`src/rtl/deserializer.sv`:
```
// Serial-to-parallel receiver: LSB-first frames started by a sync strobe.
// Completed words are held in data with a Wen/rd handshake.
module deserializer #(
  parameter int DATA_SIZE = 32
) (
  input  logic                 clk,
  input  logic                 rst,
  input  logic                 in_bit,
  input  logic                 in_valid,
  input  logic                 sync,
  input  logic                 rd,
  output logic [DATA_SIZE-1:0] data,
  output logic                 Wen,
  output logic                 overrun,
  output logic                 abort
);

  localparam int AW = DATA_SIZE - 1;
  localparam int CW = $clog2(DATA_SIZE + 1);

  typedef enum logic {
    IDLE,
    SHIFT
  } state_t;

  state_t                 state_q, state_d;
  logic [AW-1:0]          acc_q, acc_d;
  logic [CW-1:0]          cnt_q, cnt_d;
  logic [DATA_SIZE-1:0]   data_q, data_d;
  logic                   wen_q, wen_d;
  logic                   overrun_q, overrun_d;
  logic                   abort_q, abort_d;

  // acc only ever holds the first DATA_SIZE-1 bits; the last bit
  // goes straight into data together with acc.
  logic [AW-1:0]          acc_shift;
  logic [AW-1:0]          acc_first;
  logic [DATA_SIZE-1:0]   word;
  logic                   last;

  assign acc_shift = AW'({in_bit, acc_q} >> 1);
  assign acc_first = AW'({in_bit, {AW{1'b0}}} >> 1);
  assign word      = {in_bit, acc_q};
  assign last      = (cnt_q == CW'(DATA_SIZE - 1));

  always_comb begin
    state_d   = state_q;
    acc_d     = acc_q;
    cnt_d     = cnt_q;
    data_d    = data_q;
    wen_d     = wen_q & ~rd;
    overrun_d = overrun_q;
    abort_d   = 1'b0;
    if (in_valid) begin
      if (sync) begin
        acc_d   = acc_first;
        cnt_d   = CW'(1);
        state_d = SHIFT;
        abort_d = (state_q == SHIFT);
      end else if (state_q == SHIFT) begin
        if (last) begin
          data_d    = word;
          wen_d     = 1'b1;
          overrun_d = overrun_q | (wen_q & ~rd);
          acc_d     = '0;
          cnt_d     = '0;
          state_d   = IDLE;
        end else begin
          acc_d = acc_shift;
          cnt_d = cnt_q + CW'(1);
        end
      end
    end
  end

  always_ff @(posedge clk or negedge rst) begin
    if (!rst) begin
      state_q   <= IDLE;
      acc_q     <= '0;
      cnt_q     <= '0;
      data_q    <= '0;
      wen_q     <= 1'b0;
      overrun_q <= 1'b0;
      abort_q   <= 1'b0;
    end else begin
      state_q   <= state_d;
      acc_q     <= acc_d;
      cnt_q     <= cnt_d;
      data_q    <= data_d;
      wen_q     <= wen_d;
      overrun_q <= overrun_d;
      abort_q   <= abort_d;
    end
  end

  assign data    = data_q;
  assign Wen     = wen_q;
  assign overrun = overrun_q;
  assign abort   = abort_q;

endmodule

```
`config.mk`:
```
export PLATFORM = sky130hd
export DESIGN_NAME = deserializer
export DESIGN_NICKNAME = d
export VERILOG_FILES = /design/src/rtl/deserializer.sv
export SDC_FILE = /design/constraint.sdc
export NUM_CORES = 1
export LEC_CHECK = 0
export ABC_AREA = 1
export CAP_MARGIN = 30
export CORE_AREA = 4 4 88 90
export CTS_CLUSTER_DIAMETER = 50
export CTS_CLUSTER_SIZE = 14
export DETAILED_ROUTE_END_ITERATION = 8
export DIE_AREA = 0 0 92 94
export GPL_TIMING_DRIVEN = 0
export PLACE_DENSITY = 0.65
export REMOVE_ABC_BUFFERS = 1
export SLEW_MARGIN = 40
export SYNTH_ARGS = -nofsm -noshare
export SYNTH_HDL_FRONTEND = slang
export SYNTH_SLANG_ARGS = --single-unit
```
`constraint.sdc`:
```
create_clock -name clk -period 1.9 [get_ports clk]
set_clock_uncertainty 0.05 [all_clocks]
set_input_delay 0.38 -clock clk [delete_from_list [all_inputs] [get_ports clk]]
set_output_delay 0.38 -clock clk [all_outputs]
set_load 0.02 [all_outputs]
```
==> flow_summary_export.csv <==
group,metric,value,unit
worst_setup_path,cpMaxStageDelayCell,"nor2_2",
route,wirelength,6151,um
worst_setup_path,ff2ff_setup_slack,0.13,ns
floorplanning,initial_core_util,42.01,%
finish,final_layout_size_suffix_gt1_share,7.652,%
sta,finalCritPeriodShare,93.22,%
route,vias_per_cell,4.782,
sta,slew_violations,0,
synth,yosys-top-cells-area,"dfrtp_1, nand2_1, o21ai_1, o21ai_0, inv_1",
grt,overflow,0,
synth,synth_ff_type,"dfrtp_1",
worst_setup_path,cp-startpoint,"cnt_q[0]",
worst_setup_path,path_max_fanout,16,
synth,ys_seq_elements,73,
synth,yosysUniqueCellTypes,26,
worst_setup_path,cpPeakStageDelay,0.62,ns
synth,netlist_instances,333,
pwr,leakagePower,0.001792,uW
worst_setup_path,setup.worst_path.end,"acc_q[11]",
flow_run,maxCapViolations,0,
worst_setup_path,reg2reg_depth,4,
floorplanning,fp.dieH,94,um
worst_setup_path,r2r-end,"acc_q[11]",
worst_setup_path,crit_cells,4,
sta,hold_slack,0.4165,ns
synth,mappedNetlistArea,2965,um2
finish,diodes,0,
worst_setup_path,arrival,1.92,ns
clocking,clock_latency,0.34,ns
clocking,clock_path_buffers,2,
finish,area_delta_synth_final,24.68,%
sta,fin_setup_tns,0,ns
synth,yosysWarningCount,0,
worst_setup_path,path_class,"reg -> reg",
sta,setup_viol,0,
synth,synth_edf_count,0,
worst_setup_path,end_kind,"flop",
floorplanning,io_pins,41,
placement,gp_congestion,0.7711,
worst_setup_path,path_cells,"ha_1 > nand3_2 > nor2_2 > o21ai_1",
grt,grt_max_degree,49,
synth,yosysMostFrequentCell,"nand2_1",
clocking,cts_tree,"done",
placement,dp_slack,-0.9612,ns
sta,max_slew.worst_pin.slew,0.7177,ns
worst_setup_path,start_kind,"flop",
synth,yosysSeqAreaShare,61.60,%
finish,nets,381,
clocking,cts_inserted_buffers,9,
grt,antenna_found_initial,0,
synth,async_reset_ff_share,100.0,%
sta,fin_ws,0.1288,ns
grt,track_usage,15.63,%
sta,slew_headroom,52.10,%
floorplanning,core_area,7059,um2
floorplanning,row_count,31,
finish,fillCellCount,701,
worst_setup_path,required,2.04,ns
pwr,power,3101,uW
synth,yosysTopAreaCell,"dfrtp_1",
sta,max_freq,564.6,MHz
worst_setup_path,cp_top_family,"simple AND/OR/NAND/NOR gates",
sta,rsz0062_at_grt,"false",
route,dr.pass1.iters,6,
min_path,hold_path.class,"in -> async",
placement,dp_hpwl,3379,um
sta,min_period,1.771,ns
run_status,status,"completed",
placement,portBuffers,40,
synth,synth_area_per_cell,8.905,um2
route,drt_iter0_markers,153,
route,num_vias,2286,
grt,first_global_vias,2211,
clocking,ctsHtreeMaxLevel,3,
pwr,ir_drop,385.0,uV
route,drc,0,
worst_setup_path,timing.critical_path.buf_inv,0,
clocking,clock-root-buffer,"clkbuf_8",
clocking,numClockSinks,73,
grt,grt_pass1_wl,10560,um
route,final_antenna_net_count,0,
synth,synth_top_area_share,61.60,%
worst_setup_path,r2r_start,"cnt_q[0]",
placement,placed_cell_area,3412,um2
clocking,clk_pin_slew,0.07,ns
synth,ys_top_cells_by_count,"nand2_1, dfrtp_1, o21ai_1",
pwr,power.density,838.7,nW/um2
route,wl_per_cell,12.87,um
floorplanning,die_width,92,um
finish,finalInstanceArea,3697,um2
sta,final_hold_viol_count,0,
floorplanning,design.die.area,8648,um2
[worst reg2reg max path, stage by stage, from the launching register on]
cell     delay [ns]
dfrtp_1        0.39
ha_1           0.22
nand3_2        0.18
nor2_2         0.62
o21ai_1        0.17
[layout by cell type (no fill, tap or decap), types with 2 or more instances in the layout]
master           instances
a21oi_1                  2
buf_4                    2
bufinv_16                2
clkbuf_1                 3
clkbuf_8                11
clkdlybuf4s50_1         39
dfrtp_1                 73
inv_1                    9
nand2_1                173
nand2_2                  3
nand3_1                  3
nor2_1                   7
nor2_4                   3
o21ai_0                 15
o21ai_1                 18
o21bai_1                 2
[per-layer routing]
| metal | part of all wire (%) | global-route usage (%) | vias to the layer above |
|---|---|---|---|
| met5 | 0 | 0 | - |
| met3 | 4.9 | 2.965 | 10 |
| met2 | 47 | 25.79 | 55 |
| met4 | 1.9 | 6.683 | 0 |
| met1 | 46 | 20.21 | 1096 |
| li1 | - | - | 1125 |
[layout make-up]
class                           instances  area, um2  area share, %
Inverter                               11      51.30          1.387
Tap cell                               99      123.9          3.350
Sequential cell                        73       1827          49.41
Clock inverter                          2      60.06          1.624
Clock buffer                           14      162.7          4.399
Multi-Input combinational cell        235       1018          27.55
Timing Repair Buffer                   44      454.2          12.28
[kinds of logic (layout without fill, tap and decap cells)]
| group | after synthesis | in the layout | share of synthesized area, % |
|---|---|---|---|
| flops | 73 | 73 | 61.60 |
| buf+inv | 27 | 71 | 5.021 |
| compound gates | 40 | 40 | 7.258 |
| simple gates | 192 | 194 | 25.70 |
| fa+ha+maj | 1 | 1 | 0.4219 |
[registers in the layout (all words and copies together) (netlist names)]
name / cells
Wen: 1
state_q: 1
data: 32
cnt_q: 6
acc_q: 31
abort: 1
overrun: 1
[where the power goes]
part | leakage (uW) | switching (uW) | internal [uW]
clock network | 0.000111 | 547 | 814
registers | 0.00101 | 18.4 | 1570
logic | 0.000676 | 101 | 47.3
total | 0.00179 | 666 | 2430
[per-stage QoR]
step / util [%] / cells
finish: 52.38 / 478
global route: 52.38 / 478
CTS: 52.20 / 478
detailed placement: 48.33 / 457
global placement: 47.93 / 456
floorplan: - / 317
[how the worst min path moves through the flow]
stage                    to  cells past startpoint
floorplan               Wen                      0
global placement    overrun                      1
detailed placement  data[3]                      1
CTS                 data[3]                      2
global route        data[3]                      2
finish              data[3]                      2
[timing repair]
action,in CTS,in global routing
pin swaps,2,0
setup endpoints to repair,34,39
resized for setup,2,5
buffers inserted,2,0
endpoints found under the hold margin,25,0
hold buffers,1,0
gates cloned,2,0
Note: power is estimated with default switching activity, not from simulation.
==> RTL edit: new RTL, same flow settings <==
One comparison of `cnt_q` changes from == to >=.
--- a/src/rtl/deserializer.sv
+++ b/src/rtl/deserializer.sv
@@ -42,5 +42,5 @@
   assign acc_first = AW'({in_bit, {AW{1'b0}}} >> 1);
   assign word      = {in_bit, acc_q};
-  assign last      = (cnt_q == CW'(DATA_SIZE - 1));
+  assign last      = (cnt_q >= CW'(DATA_SIZE - 1));
 
   always_comb begin
Behaviour: no difference found for any inputs over 10 cycles, from zero or initial values and one cycle with rst low; that may be too few to reach the edited logic, so the function may still have changed.
==> RTL edit against the original RTL <==
Wire length increased by 12%. Setup slack improved by 0.020 ns. Via count increased by 11%. Sequential cell count unchanged. Area after synthesis increased by 5.1%. Non-clock buffer count increased by 1. Power increased by 2.2%. Sequential share of layout area decreased by 2.1 points. Core utilization increased by 2.4 points. Maximum frequency increased by 1.1%. Final area increased by 4.5%. Largest power group unchanged.
==> RTL edit: results (changes against the original RTL) <==
- Vias per std cell: 5.225 (was 4.782)
- FF-to-FF setup slack: 0.21 ns (was 0.13 ns)
- Worst rel slew slack: 59.93% (was 52.10%)
- Dpl cells: 464 (was 457)
- CP max stage cell: clkdlybuf4s50_1 (was nor2_2)
- Final Hold Vio Count: 0 (unchanged)
- CP startpoint: data[20]$_DFFE_PN0P_ (was cnt_q[0]$_DFFE_PN0P_)
- Delay-heaviest family, CP: buffers and inverters (was simple AND/OR/NAND/NOR gates)
- Synth Area per Inst: 8.956 sq um (was 8.905 sq um)
- Post-synthesis sequential area ratio: 58.61% (was 61.60%)
- Distinct cell type count after synthesis: 20 (was 26)
- Largest net degree at the start of global routing: 60 (was 49)
- Period utilization: 92.19% (was 93.22%)
- Total wire length: 6899 um (was 6151 um)
- Fill cells: 693 (was 701)
- Ranking of synthesized cells by area: dfrtp_1 (59%), nand2_1 (18%), nand4_1 (13%) (was dfrtp_1 (62%), nand2_1 (22%), o21ai_1 (3.0%))
- First-pass detailed-route iteration total: 5 (was 6)
- Layout cells sized above 1: 7.513% (was 7.652%)
- Pre-CTS setup slack: -0.6231 ns (was -0.9612 ns)
- Nets: 388 (was 381)
- Critical Path AT: 1.32 ns (was 1.92 ns)
- Worst R2R Path Depth: 6 (was 4)
- Routability Congestion: 0.7099 (was 0.7711)
- Crit Path Max Fanout: 2 (was 16)
- Critical Path End: data[20] (was acc_q[11]$_DFFE_PN0P_)
- First DRT Iteration DRCs: 119 (was 153)
- LEAKAGE: 2.000 nW (was 1.792 nW)
- GRT Overall Usage: 16.89% (was 15.63%)
- Sw Pwr: 722.9 uW (was 665.9 uW)
- Status: finished clean (unchanged)
- Most frequent cells after synthesis: nand2_1 (148), dfrtp_1 (73), nand4_1 (65) (was nand2_1 (174), dfrtp_1 (73), o21ai_1 (18))
- DP Wirelength: 3719 um (was 3379 um)
- Max rail drop VDD: 314.5 uV (was 385.0 uV)
- First-pass GRT wire length: 11620 um (was 10560 um)
- Worst r2r dst: acc_q[20]$_DFFE_PN0P_ (was acc_q[11]$_DFFE_PN0P_)
==> RTL edit: cell types whose count changed in the layout (fill, tap and decap cells not counted), sizes merged, moves of 2 or more <==
cell and delta:
o21ai -30, inv +2, o21bai -2, nand2 -28, nand3 +3, nand4 +64
==> RTL edit: per-stage QoR <==
step	cell area [sq um]	hold WS, ns	power [mW]
after floorplan	2975	0.03441	1.724
after global placement	3500	0.4004	1.801
after detailed placement	3575	0.1678	1.819
after CTS	3850	0.3690	3.192
after global routing	3864	0.3829	3.289
final	3864	0.3710	3.168
==> RTL edit: what timing repair did <==
item | CTS | global route
setup buffers | 1 | 0
pin swaps | 1 | 1
endpoints found under the hold margin | 14 | 0
endpoints found under the setup margin | 66 | 34
hold buffers | 1 | 0
gates cloned | 2 | 1
resized for setup | 3 | 3
==> RTL edit: worst min path at each step <==
| stage | start | end | slack (ns) |
|---|---|---|---|
| 2_1_floorplan | rst | Wen$_DFF_PN0_ | 0.03 |
| 5_1_grt | rst | Wen$_DFF_PN0_ | 0.38 |
| 4_1_cts | rst | Wen$_DFF_PN0_ | 0.37 |
| 3_3_place_gp | overrun$_DFFE_PN0P_ | overrun$_DFFE_PN0P_ | 0.40 |
| 3_5_place_dp | rst | Wen$_DFF_PN0_ | 0.17 |
| 6_report | rst | Wen$_DFF_PN0_ | 0.37 |
==> RTL edit: power by group through the flow <==
stage / clock network [mW] / registers [mW] / logic [mW]
detailed placement: 0 / 1.63 / 0.188
floorplan: 0 / 1.63 / 0.0960
finish: 1.37 / 1.60 / 0.194
global placement: 0 / 1.63 / 0.170
global route: 1.46 / 1.61 / 0.220
CTS: 1.40 / 1.60 / 0.195
==> RTL edit: cell families after synthesis <==
logic type               count (synthesis)  synth area share [%]
AO/OA/AOI/OAI                            4                 1.044
adder cells (fa/ha/maj)                  1                0.4014
buffers and inverters                   40                 6.222
flip-flops                              73                 58.61
AND/OR/NAND/NOR                        230                 33.72
==> RTL edit: final cells by class <==
class                   count  area (sq um)  share of cell area, %
repair buffers             45         481.7                  12.47
clock buffers              14         162.7                  4.210
multi-input cells         238          1146                  29.66
clock inverters             2         60.06                  1.554
flip-flops and latches     73          1827                  47.28
well taps                  99         123.9                  3.206
inverters                  14         62.56                  1.619
==> RTL edit: routing by layer <==
| metal | track usage, % | part of all wire [%] | vias to the layer above |
|---|---|---|---|
| met4 | 7.054 | 1.2 | 0 |
| met5 | 0 | 0 | - |
| li1 | - | - | 1233 |
| met2 | 27.86 | 48 | 56 |
| met3 | 3.365 | 4.0 | 11 |
| met1 | 21.78 | 47 | 1234 |
